## config.mk

```make
export PLATFORM = sky130hd
export DESIGN_NAME = stg5mo
export DESIGN_NICKNAME = d
export VERILOG_FILES = /design/src/rtl/stg5mo.sv
export SDC_FILE = /design/constraint.sdc
export NUM_CORES = 1
export LEC_CHECK = 0
export BUFFER_PORTS_ARGS = -buffer_cell sky130_fd_sc_hd__buf_4
export CAP_MARGIN = 20
export CORE_MARGIN = 5
export CORE_UTILIZATION = 50
export CTS_CLUSTER_SIZE = 14
export DETAILED_ROUTE_END_ITERATION = 8
export PLACE_DENSITY = 0.78
export SKIP_CTS_REPAIR_TIMING = 1
export SLEW_MARGIN = 20
export SYNTH_ARGS = -nofsm -noshare
export SYNTH_HDL_FRONTEND = slang
export SYNTH_SLANG_ARGS = --single-unit
```

## constraint.sdc

```tcl
create_clock -name iw_clk -period 7.56 [get_ports iw_clk]
set_input_delay 0.756 -clock iw_clk [delete_from_list [all_inputs] [get_ports iw_clk]]
set_output_delay 0.756 -clock iw_clk [all_outputs]
set_load 0.01 [all_outputs]
```

## src/rtl/stg5mo.sv

```systemverilog
// stg5mo: memory-result stage. It selects load data from the memory port named by the port-phase bit and suppresses register writes for stores.
// Latency: 1 cycle from the stage inputs to the output registers when iw_hold=0 and the skid buffer is empty.
// Backpressure: iw_hold=1 stores the current instruction, including its load data, in a one-entry skid buffer. ow_hold is registered and stays high while the skid buffer is full.
//
// Ports:
//   iw_clk, iw_rst          clock and asynchronous active-high reset
//   iw_pc/instr/opc         pass-through instruction fields -> ow_pc/instr/opc
//   iw_tgt_gp[_we]          GP target and write enable -> ow_tgt_gp[_we] (write enable forced 0 for stores)
//   iw_tgt_sr[_we]          SR target and write enable -> ow_tgt_sr[_we] (write enable forced 0 for stores)
//   iw_mem_mp, iw_mem_data  memory port select and per-port read data (valid only in the arrival cycle)
//   iw_result -> ow_result  ALU result in, writeback value out (load data for loads)
//   iw_hold / ow_hold       stall request from downstream / stall request to upstream
//   ow_valid                output registers hold an instruction that has not been consumed
module stg5mo #(
  parameter int unsigned SIZE_ADDR   = 32,
  parameter int unsigned SIZE_DATA   = 32,
  parameter int unsigned SIZE_OPC    = 8,
  parameter int unsigned SIZE_TGT_GP = 4,
  parameter int unsigned SIZE_TGT_SR = 2,
  parameter logic [SIZE_OPC-1:0] OPC_RU_LDu  = 8'h21,
  parameter logic [SIZE_OPC-1:0] OPC_RU_STu  = 8'h22,
  parameter logic [SIZE_OPC-1:0] OPC_IU_STiu = 8'h32,
  parameter logic [SIZE_OPC-1:0] OPC_IS_STis = 8'h42
) (
  input  logic                   iw_clk,
  input  logic                   iw_rst,
  input  logic [SIZE_ADDR-1:0]   iw_pc,
  input  logic [SIZE_DATA-1:0]   iw_instr,
  input  logic [SIZE_OPC-1:0]    iw_opc,
  input  logic [SIZE_TGT_GP-1:0] iw_tgt_gp,
  input  logic                   iw_tgt_gp_we,
  input  logic [SIZE_TGT_SR-1:0] iw_tgt_sr,
  input  logic                   iw_tgt_sr_we,
  input  logic                   iw_mem_mp,
  input  logic [SIZE_DATA-1:0]   iw_mem_data [0:1],
  input  logic [SIZE_DATA-1:0]   iw_result,
  input  logic                   iw_hold,
  output logic [SIZE_ADDR-1:0]   ow_pc,
  output logic [SIZE_DATA-1:0]   ow_instr,
  output logic [SIZE_OPC-1:0]    ow_opc,
  output logic [SIZE_TGT_GP-1:0] ow_tgt_gp,
  output logic                   ow_tgt_gp_we,
  output logic [SIZE_TGT_SR-1:0] ow_tgt_sr,
  output logic                   ow_tgt_sr_we,
  output logic [SIZE_DATA-1:0]   ow_result,
  output logic                   ow_hold,
  output logic                   ow_valid
);

  typedef struct packed {
    logic [SIZE_ADDR-1:0]   pc;
    logic [SIZE_DATA-1:0]   instr;
    logic [SIZE_OPC-1:0]    opc;
    logic [SIZE_TGT_GP-1:0] tgt_gp;
    logic                   tgt_gp_we;
    logic [SIZE_TGT_SR-1:0] tgt_sr;
    logic                   tgt_sr_we;
    logic [SIZE_DATA-1:0]   result;
  } stage_t;

  typedef enum logic {
    ST_PASS = 1'b0,
    ST_SKID = 1'b1
  } state_t;

  state_t state_q, state_d;
  stage_t out_q, out_d;
  stage_t skid_q, skid_d;
  logic   valid_q, valid_d;
  stage_t stage_in;
  logic   is_load;
  logic   is_store;

  // Build the resolved stage word. Load data is taken from the memory port in its arrival
  // cycle, so a stall at that point must place this word in the skid buffer.
  always_comb begin
    is_load  = (iw_opc == OPC_RU_LDu);
    is_store = (iw_opc == OPC_RU_STu) || (iw_opc == OPC_IU_STiu) || (iw_opc == OPC_IS_STis);

    stage_in           = '0;
    stage_in.pc        = iw_pc;
    stage_in.instr     = iw_instr;
    stage_in.opc       = iw_opc;
    stage_in.tgt_gp    = iw_tgt_gp;
    stage_in.tgt_sr    = iw_tgt_sr;
    stage_in.tgt_gp_we = iw_tgt_gp_we & ~is_store;
    stage_in.tgt_sr_we = iw_tgt_sr_we & ~is_store;
    if (is_load) begin
      stage_in.result = iw_mem_mp ? iw_mem_data[1] : iw_mem_data[0];
    end else begin
      stage_in.result = iw_result;
    end
  end

  // Next-state logic and datapath steering.
  always_comb begin
    state_d = state_q;
    out_d   = out_q;
    skid_d  = skid_q;
    valid_d = valid_q;
    unique case (state_q)
      ST_PASS: begin
        if (iw_hold) begin
          // While stalled, the output register keeps its contents and the new word is stored in the skid buffer.
          skid_d  = stage_in;
          state_d = ST_SKID;
        end else begin
          out_d   = stage_in;
          valid_d = 1'b1;
        end
      end
      ST_SKID: begin
        // Upstream sees ow_hold in this state, so the stage inputs are not used.
        if (!iw_hold) begin
          out_d   = skid_q;
          valid_d = 1'b1;
          state_d = ST_PASS;
        end
      end
      default: begin
        state_d = ST_PASS;
      end
    endcase
  end

  always_ff @(posedge iw_clk or posedge iw_rst) begin
    if (iw_rst) begin
      state_q <= ST_PASS;
      out_q   <= '0;
      skid_q  <= '0;
      valid_q <= 1'b0;
    end else begin
      state_q <= state_d;
      out_q   <= out_d;
      skid_q  <= skid_d;
      valid_q <= valid_d;
    end
  end

  assign ow_pc        = out_q.pc;
  assign ow_instr     = out_q.instr;
  assign ow_opc       = out_q.opc;
  assign ow_tgt_gp    = out_q.tgt_gp;
  assign ow_tgt_gp_we = out_q.tgt_gp_we;
  assign ow_tgt_sr    = out_q.tgt_sr;
  assign ow_tgt_sr_we = out_q.tgt_sr_we;
  assign ow_result    = out_q.result;
  assign ow_valid     = valid_q;
  assign ow_hold      = (state_q == ST_SKID);

endmodule

```

==> results of run 1 <==
==> final timing paths <==
path,slack (ns),to,from,cells past startpoint
worst max-delay path,4.64,skid_q[5]$_DFFE_PP0P_,ow_hold$_DFF_PP0_,3
worst min-delay path,0.37,ow_pc[23]$_DFFE_PP0P_,iw_rst,2
worst max register to register,4.64,skid_q[5]$_DFFE_PP0P_,ow_hold$_DFF_PP0_,3
worst min register to register,0.47,ow_valid$_DFFE_PP0N_,ow_valid$_DFFE_PP0N_,1
max in group asynchronous,5.94,skid_q[108]$_DFFE_PP0P_,iw_rst,4
min in group iw_clk,0.44,skid_q[57]$_DFFE_PP0P_,iw_instr[9],3
==> layer usage <==
layer | share of wire, % | global-route usage (%) | up-vias
li1 | - | - | 4132
met1 | 40 | 31.2 | 4248
met2 | 49 | 37.8 | 320
met3 | 7.5 | 4.70 | 56
met4 | 2.9 | 6.82 | 0
met5 | 0 | 0 | -
==> kinds of logic (layout without fill, tap and decap cells) <==
| family | count (synthesis) | in the layout | share of synthesized area [%] |
|---|---|---|---|
| and+or+nand+nor | 428 | 428 | 17.8 |
| DFF | 226 | 226 | 52.4 |
| muxes | 78 | 78 | 7.23 |
| buffers and inverters | 87 | 347 | 3.46 |
| AOI/OAI and AO/OA | 245 | 245 | 19.2 |
==> power breakdown <==
group          switching [mW]  internal, mW  leakage (nW)
sequential             0.0958          1.36          2.80
clock                   0.471         0.743         0.418
combinational           0.294         0.266          3.56
total                   0.861          2.37          6.77
==> area by class of cell <==
cell class                      instances  area (sq um)  area share [%]
Sequential cell                       226          5660            40.5
Multi-Input combinational cell        751          4810            34.4
Timing Repair Buffer                  303          2320            16.6
Clock buffer                           32           691            4.94
Tap cell                              275           344            2.46
Clock inverter                         11           141            1.01
Inverter                                1          16.3           0.116
==> sequential cells by signal (all words and copies together) (netlist names), 2 cells and up <==
name and flops:
ow_instr 32, ow_opc 8, ow_pc 32, ow_result 32
ow_tgt_gp 4, ow_tgt_sr 2, skid_q 112
==> cells in the final DEF (no fill, tap or decap), types with 3 or more instances in the layout <==
| master | netlist | final |
|---|---|---|
| nand2_1 | 350 | 350 |
| buf_4 | 6 | 300 |
| dfrtp_1 | 226 | 225 |
| o21ai_0 | 82 | 82 |
| mux2i_1 | 78 | 78 |
| a21oi_1 | 66 | 66 |
| o31ai_1 | 64 | 64 |
| and3b_1 | 34 | 34 |
| nor2b_1 | 33 | 32 |
| a2111oi_4 | 30 | 30 |
| clkbuf_16 | 0 | 24 |
| clkinv_2 | 0 | 7 |
| clkbuf_8 | 0 | 6 |
| bufinv_16 | 0 | 3 |
==> results.md, run 1 <==
- Sequential area share after synthesis: a little over half
- DR vias: 8756
- Clock buffer depth: 3
- Worst slew pin tran: a little over 1 ns
- Worst min path class: primary input to async pin
- Max H-tree Level: 1
- Antenna violations before repair: 0
- Leak: between 6 and 7 nW
- Final core utilization: approximately 66%
- Setup CP Type: register to register
- Worst-path clk slew: approximately 0.06 ns
- Final period util: about two fifths
- Initial DRC count: 485
- Maximum clock frequency: ~0.34 GHz
- FF+latch count, synth: between 200 and 250
- Total chip power: between 3 and 4 mW
- Post-Syn Area per Cell: 10.2 sq um
- CTS Sinks: approximately 230
- DP HPWL: approximately 19000 microns
- # placed instances: between 1500 and 2000
- Rel. slew slack: about a third
- Core ar.: roughly 21000 sq um
- Fillers: about 1700
- GPL Wtd Cong: a little over 0.8
- Synth top cells by count: nand2_1 (350), dfrtp_1 (226), o21ai_0 (82), mux2i_1 (78), a21oi_1 (66)
- Post-DRT Antenna Nets: 0
- Clk_skew: about 0.017 ns
- Post-synth EDFFs: 0
- Area Overhead vs Synth: 29.4%
- Overflow after GRT: 0
- Dpl cell area: around 13000 sq um
- I/O Pins: about 290
- Ys Warns: 0
- RSZ-0062 raised after global routing: false
- Vias in the first global route: around 9000
- Post-route DRC: 0
- Critical Path End Type: register
- Crit path DAT: 3.27 ns
- Worst hold slack: 0.372 ns
- Worst-Skew Late Latency: about 0.52 ns
- Setup WS pre-CTS: 4.41 ns
- Setup TNS: 0 ns
- Finished Cell Area: approximately 14000 sq um
- Antenna diode count: 0
- Top cell family by delay on the critical path: flip-flops
- Library cells used by synthesis: 24
- Fin. Hold Viols: 0
- Max cap viols: 0
- Worst vdd ir: ~0.16 mV
- Yosys top cell by area: dfrtp_1
- Largest net degree at the start of global routing: 150
- Routed Wire Length: 29400 microns
- Gate Count Post-Synth: around 1100
- Setup WS post-layout: around 4.6 ns
- Setup violators final: 0
- Async S/R FF share, synth: between 90% and 100%
- Final slew viol count: 0
- Vias per cell: 5.48
- Maximum fanout along the worst path: around 80
- Buf/Inv on CP: 1
- Yosys top cell area share: a little over half
- Crit-path cells: nand2b_4, buf_4, o31ai_1
- Synthesized area: around 11000 sq um
- Critical Path RT: 7.91 ns
- Root Driver: clkbuf_16
- TritonCTS clock tree: built
- Final min period: just under 3 ns
- Ys flop type: dfrtp_1
- Largest cells by area after synthesis: dfrtp_1 (52%), nand2_1 (12%), a2111oi_4 (7.6%)
- PwrDens: between 200 and 250 nW/um^2
- Non-Filler Instances: approximately 1600
- Crit-path slowest cell: dfrtp_4
- Max incr delay on CP: 0.95 ns
- Die Y: about 160 microns
- Port bufs: 293
- CP Launch Type: register
- First-pass GRT wire length: between 40000 and 50000 microns
- Share of cells above drive strength 1: approximately 29%
- Drt first pass iters: 5
- Gr usage total: between 20% and 30%
- Total CTS buffers: 24
- Final net count: 1487
- Rows: 53
- Die Span X: approximately 160 microns
- Drt wl/cell: 18.4 microns
- Status: finished, final reports clean
- Syn Nets: 1244
- Top-count cell post-synth: nand2_1
- Die area: around 25000 sq um
- Starting Density: about half
No activity file was read; power rests on OpenSTA's default activity.
==> inputs of run 2 (changes only) <==
--- a/config.mk
+++ b/config.mk
@@ -5,10 +5,11 @@
 export SDC_FILE = /design/constraint.sdc
 export NUM_CORES = 1
 export LEC_CHECK = 0
+export ABC_AREA = 1
 export BUFFER_PORTS_ARGS = -buffer_cell sky130_fd_sc_hd__buf_4
 export CAP_MARGIN = 20
 export CORE_MARGIN = 5
-export CORE_UTILIZATION = 50
+export CORE_UTILIZATION = 48
 export CTS_CLUSTER_SIZE = 14
 export DETAILED_ROUTE_END_ITERATION = 8
 export PLACE_DENSITY = 0.78
==> constraint.sdc (replaced) <==
create_clock -name iw_clk -period 2.35 [get_ports iw_clk]
set_input_delay 0.235 -clock iw_clk [delete_from_list [all_inputs] [get_ports iw_clk]]
set_output_delay 0.235 -clock iw_clk [all_outputs]
set_load 0.01 [all_outputs]
==> run 2 against run 1 <==
Net effect:
- the flow now finishes with violations (negative hold slack)
- worst setup slack worse by 4.1 ns
- combinational power rose to 3.5 times the previous value
- power rose to 3.2 times the previous value
- non-clock buffer count up 88
- sequential power rose to 3.2 times the previous value
- first-iteration DRC count up 57%
- via count up 19%
- global-route usage down 0.17 points
- clock skew down 0.0028 ns
- final area up 4.0%
- register-to-register slack worse by 4.1 ns
- hold slack worse by 0.39 ns
- critical path type is now register to output pin
- critical endpoint is now ow_hold
- largest power group unchanged
- highest routed layer unchanged
==> results.md, run 2 <==
- Final slew viol count: 0 (unchanged)
- Largest cells by area after synthesis: dfrtp_1 (53%), nand2_1 (22%), a21oi_1 (7.4%)
- Gr usage total: 22.9% (-0.17 points)
- Post-synth EDFFs: 0 (unchanged)
- Final min period: 1.84 ns
- FF-to-FF setup slack: 0.54 ns (-4.10 ns)
- Yosys top cell area share: 53.0% (+0.62 points)
- Routed Wire Length: 32300 microns (+9.8%)
- Crit path DAT: 1.60 ns (-1.67 ns)
- Final core utilization: 66.4% (+0.32 points)
- Critical Path End Type: output pin
- Ys Warns: 0 (unchanged)
- Setup CP Type: register to output pin
- Top-count cell post-synth: nand2_1
- Max incr delay on CP: 0.62 ns (-0.33 ns)
- Buf/Inv on CP: 2 (+1)
- GRT Max-Usage Layer: met2
- Net Sw Frac: 28.4% (+1.7 points)
- Port bufs: 293 (unchanged)
- Die Span X: 159 microns (+1.4%)
- Die area: 25300 sq um (+2.8%)
- Crit-path slowest cell: dfrtp_2
- Syn Nets: 1560 (+25%)
- Total chip power: 10.2 mW (+220%)
- Largest register by flop count: skid_q
- Vias per cell: 5.18 (-5.4%)
- Initial DRC count: 762 (+57%)
- Setup WS post-layout: 0.511 ns (-4.13 ns)
- Post-Syn Area per Cell: 7.74 sq um (-24%)
- Top cell family by delay on the critical path: flip-flops
- Gate Count Post-Synth: 1380 (+30%)
- GR Util met1: 31.1% (-0.15 points)
- Maximum clock frequency: between 0.5 and 0.6 GHz
- Largest net degree at the start of global routing: 148 (-1.3%)
- Share of cells above drive strength 1: 24.7% (-4.4 points)
- Async S/R FF share, synth: 100% (unchanged)
- Status: complete, but fails checks
- Antenna diode count: 0 (unchanged)
- Synth top cells by count: nand2_1 (638), dfrtp_1 (226), a21oi_1 (157), nor2_1 (146), nand3_1 (36)
- Rel. slew slack: 36.7% (+4.8 points)
- CP most frequent cell: buf_4
- Vias in the first global route: 9859 (+12%)
- Setup violators final: 0 (unchanged)
- Antenna violations before repair: 0 (unchanged)
- FF+latch count, synth: 226 (unchanged)
- Fin. Hold Viols: 2 (+2)
- Starting Density: 48.8% (-2.3 points)
- GPL Wtd Cong: 0.812 (-0.44%)
- Die Y: 159 microns (+1.4%)
- Worst slew pin tran: 0.950 ns (-0.0715 ns)
- Worst min path class: primary input to register
- Logic gate share of total power: 19.1% (+1.8 points)
- CP Launch Type: register
- Core ar.: 21900 sq um (+3.5%)
- Max FFs per register: 112 (unchanged)
- Setup WS pre-CTS: 0.641 ns (-3.76 ns)
- Leak: 7.62 nW (+12%)
- Storage element area: 5660 sq um (about the same)
- GRT met3 Usage: 4.17% (-0.53 points)
- Crit-path cells: buf_4, buf_4
- Overflow after GRT: 0 (unchanged)
- Yosys top cell by area: dfrtp_1
- Worst-Skew Late Latency: 0.52 ns (about the same)
- Worst vdd ir: 0.488 mV (+210%)
- RSZ-0062 raised after global routing: false
- Post-route DRC: 0 (unchanged)
- Drt first pass iters: 6 (+1)
- Rows: 54 (+1.9%)
- Max cap viols: 0 (unchanged)
- Root Driver: clkbuf_16
- PwrDens: 705 nW/um^2 (+200%)
- Max H-tree Level: 1 (unchanged)
- Setup TNS: 0 ns (unchanged)
- Failing checks: negative hold slack
- Maximum fanout along the worst path: 19 (-77%)
- Final period util: approximately four fifths
- Area of the multi-input gates: 4490 sq um (-6.5%)
- # placed instances: 1889 (+22%)
- Synthesized area: 10700 sq um (-1.2%)
- Clock buffer depth: 3 (unchanged)
- DR vias: 10400 (+19%)
- Sequential area share after synthesis: 53.0% (+0.62 points)
- Critical Path RT: 2.12 ns (-5.79 ns)
- Leading cell type in the layout, fill and taps excluded: nand2_1
- Psw: 2.90 mW (+240%)
- Clk network pwr share: 35.3% (-2.3 points)
- Drt wl/cell: 16.1 microns (-12%)
- Area Overhead vs Synth: 36.2%
- Post-DRT Antenna Nets: 0 (unchanged)
- Sequential power share: 45.6% (+0.5 points)
- Worst-path clk slew: 0.06 ns (about the same)
- I/O Pins: 294 (unchanged)
- CTS Sinks: 226 (unchanged)
- Total CTS buffers: 23 (-4.2%)
- Cell Int Power: 7.34 mW (+210%)
- Library cells used by synthesis: 19 (-21%)
- TritonCTS clock tree: built
- Fillers: 1736 (+3.4%)
- Worst hold slack: -0.0166 ns (-0.389 ns)
- M2 GR Usage: 37.6% (-0.15 points)
- Non-Filler Instances: 2004 (+25%)
- First-pass GRT wire length: 49800 microns (+7.6%)
- Clk_skew: 0.0144 ns (-0.00277 ns)
- Ys flop type: dfrtp_1
- Final net count: 1888 (+27%)
- DP HPWL: 20200 microns (+4.3%)
- Commonest non-fill, non-tap cells in the layout: nand2_1 (638), buf_4 (308), dfrtp_1 (225)
-- run 2: cell types whose count changed in the layout (fill, tap and decap cells not counted), sizes merged, moves of 32 or more --
cell / delta
a2111oi: -32
o21ai: -72
nor2b: -33
mux2i: -78
nor2: +148
dlygate4sd3: +74
nand3: +65
and3b: -34
a21oi: +91
nand2: +320
o31ai: -64
-- run 2: final timing paths --
path	startpoint	end	cells past startpoint
min in group asynchronous	iw_rst	ow_opc[4]$_DFFE_PP0P_	3
max in group asynchronous	iw_rst	skid_q[29]$_DFFE_PP0P_	5
worst max-delay path	ow_hold$_DFF_PP0_	ow_hold	2
worst min register to register	ow_result[20]$_DFFE_PP0P_	ow_result[20]$_DFFE_PP0P_	2
worst max register to register	ow_hold$_DFF_PP0_	ow_instr[23]$_DFFE_PP0P_	4
worst min-delay path	iw_opc[7]	ow_opc[7]$_DFFE_PP0P_	3
-- run 2: through the flow --
step / hold WS (ns) / cell area, sq um
floorplan: 0.266 / 10700
global placement: 0.222 / 13100
detailed placement: 0.226 / 13100
CTS: -0.320 / 13800
global route: 0.00583 / 14500
finish: -0.0166 / 14500
-- run 2: layout make-up --
class / count / area share (%)
clock inverter: 11 / 0.689
sequential: 226 / 38.9
inverter: 14 / 0.413
timing repair buffer: 391 / 22.2
multi-input combinational: 1052 / 30.9
clock buffer: 30 / 4.42
tap: 280 / 2.41
-- run 2: logic make-up (layout without fill, tap and decap cells) --
kind of cell | Yosys count | after routing | share of synthesized area (%)
flip-flops | 226 | 226 | 53.0
AND/OR/NAND/NOR | 885 | 885 | 34.3
AO/OA/AOI/OAI | 167 | 167 | 7.83
buffers and inverters | 102 | 446 | 4.92
-- run 2: per-layer routing --
| metal | share of wire (%) | wire length (microns) | vias to the layer above |
|---|---|---|---|
| li1 | - | - | 4967 |
| met1 | 41 | 13200 | 4957 |
| met2 | 50 | 16200 | 390 |
| met3 | 6.0 | 1950 | 68 |
| met4 | 3.0 | 984 | 0 |
| met5 | 0 | 0 | - |
-- run 2: tightest hold or removal path: stages --
cell and delay (ns):
buf_4 0.11, nand2_1 0.05, a21oi_1 0.06
-- run 2: power by group through the flow --
stage | combinational (mW) | clock [mW] | sequential, mW
4_1_cts | 1.86 | 3.67 | 4.66
3_3_place_gp | 1.80 | 0 | 4.70
3_5_place_dp | 1.85 | 0 | 4.72
6_report | 1.96 | 3.61 | 4.67
2_1_floorplan | 0.858 | 0 | 4.76
5_1_grt | 2.17 | 3.84 | 4.71
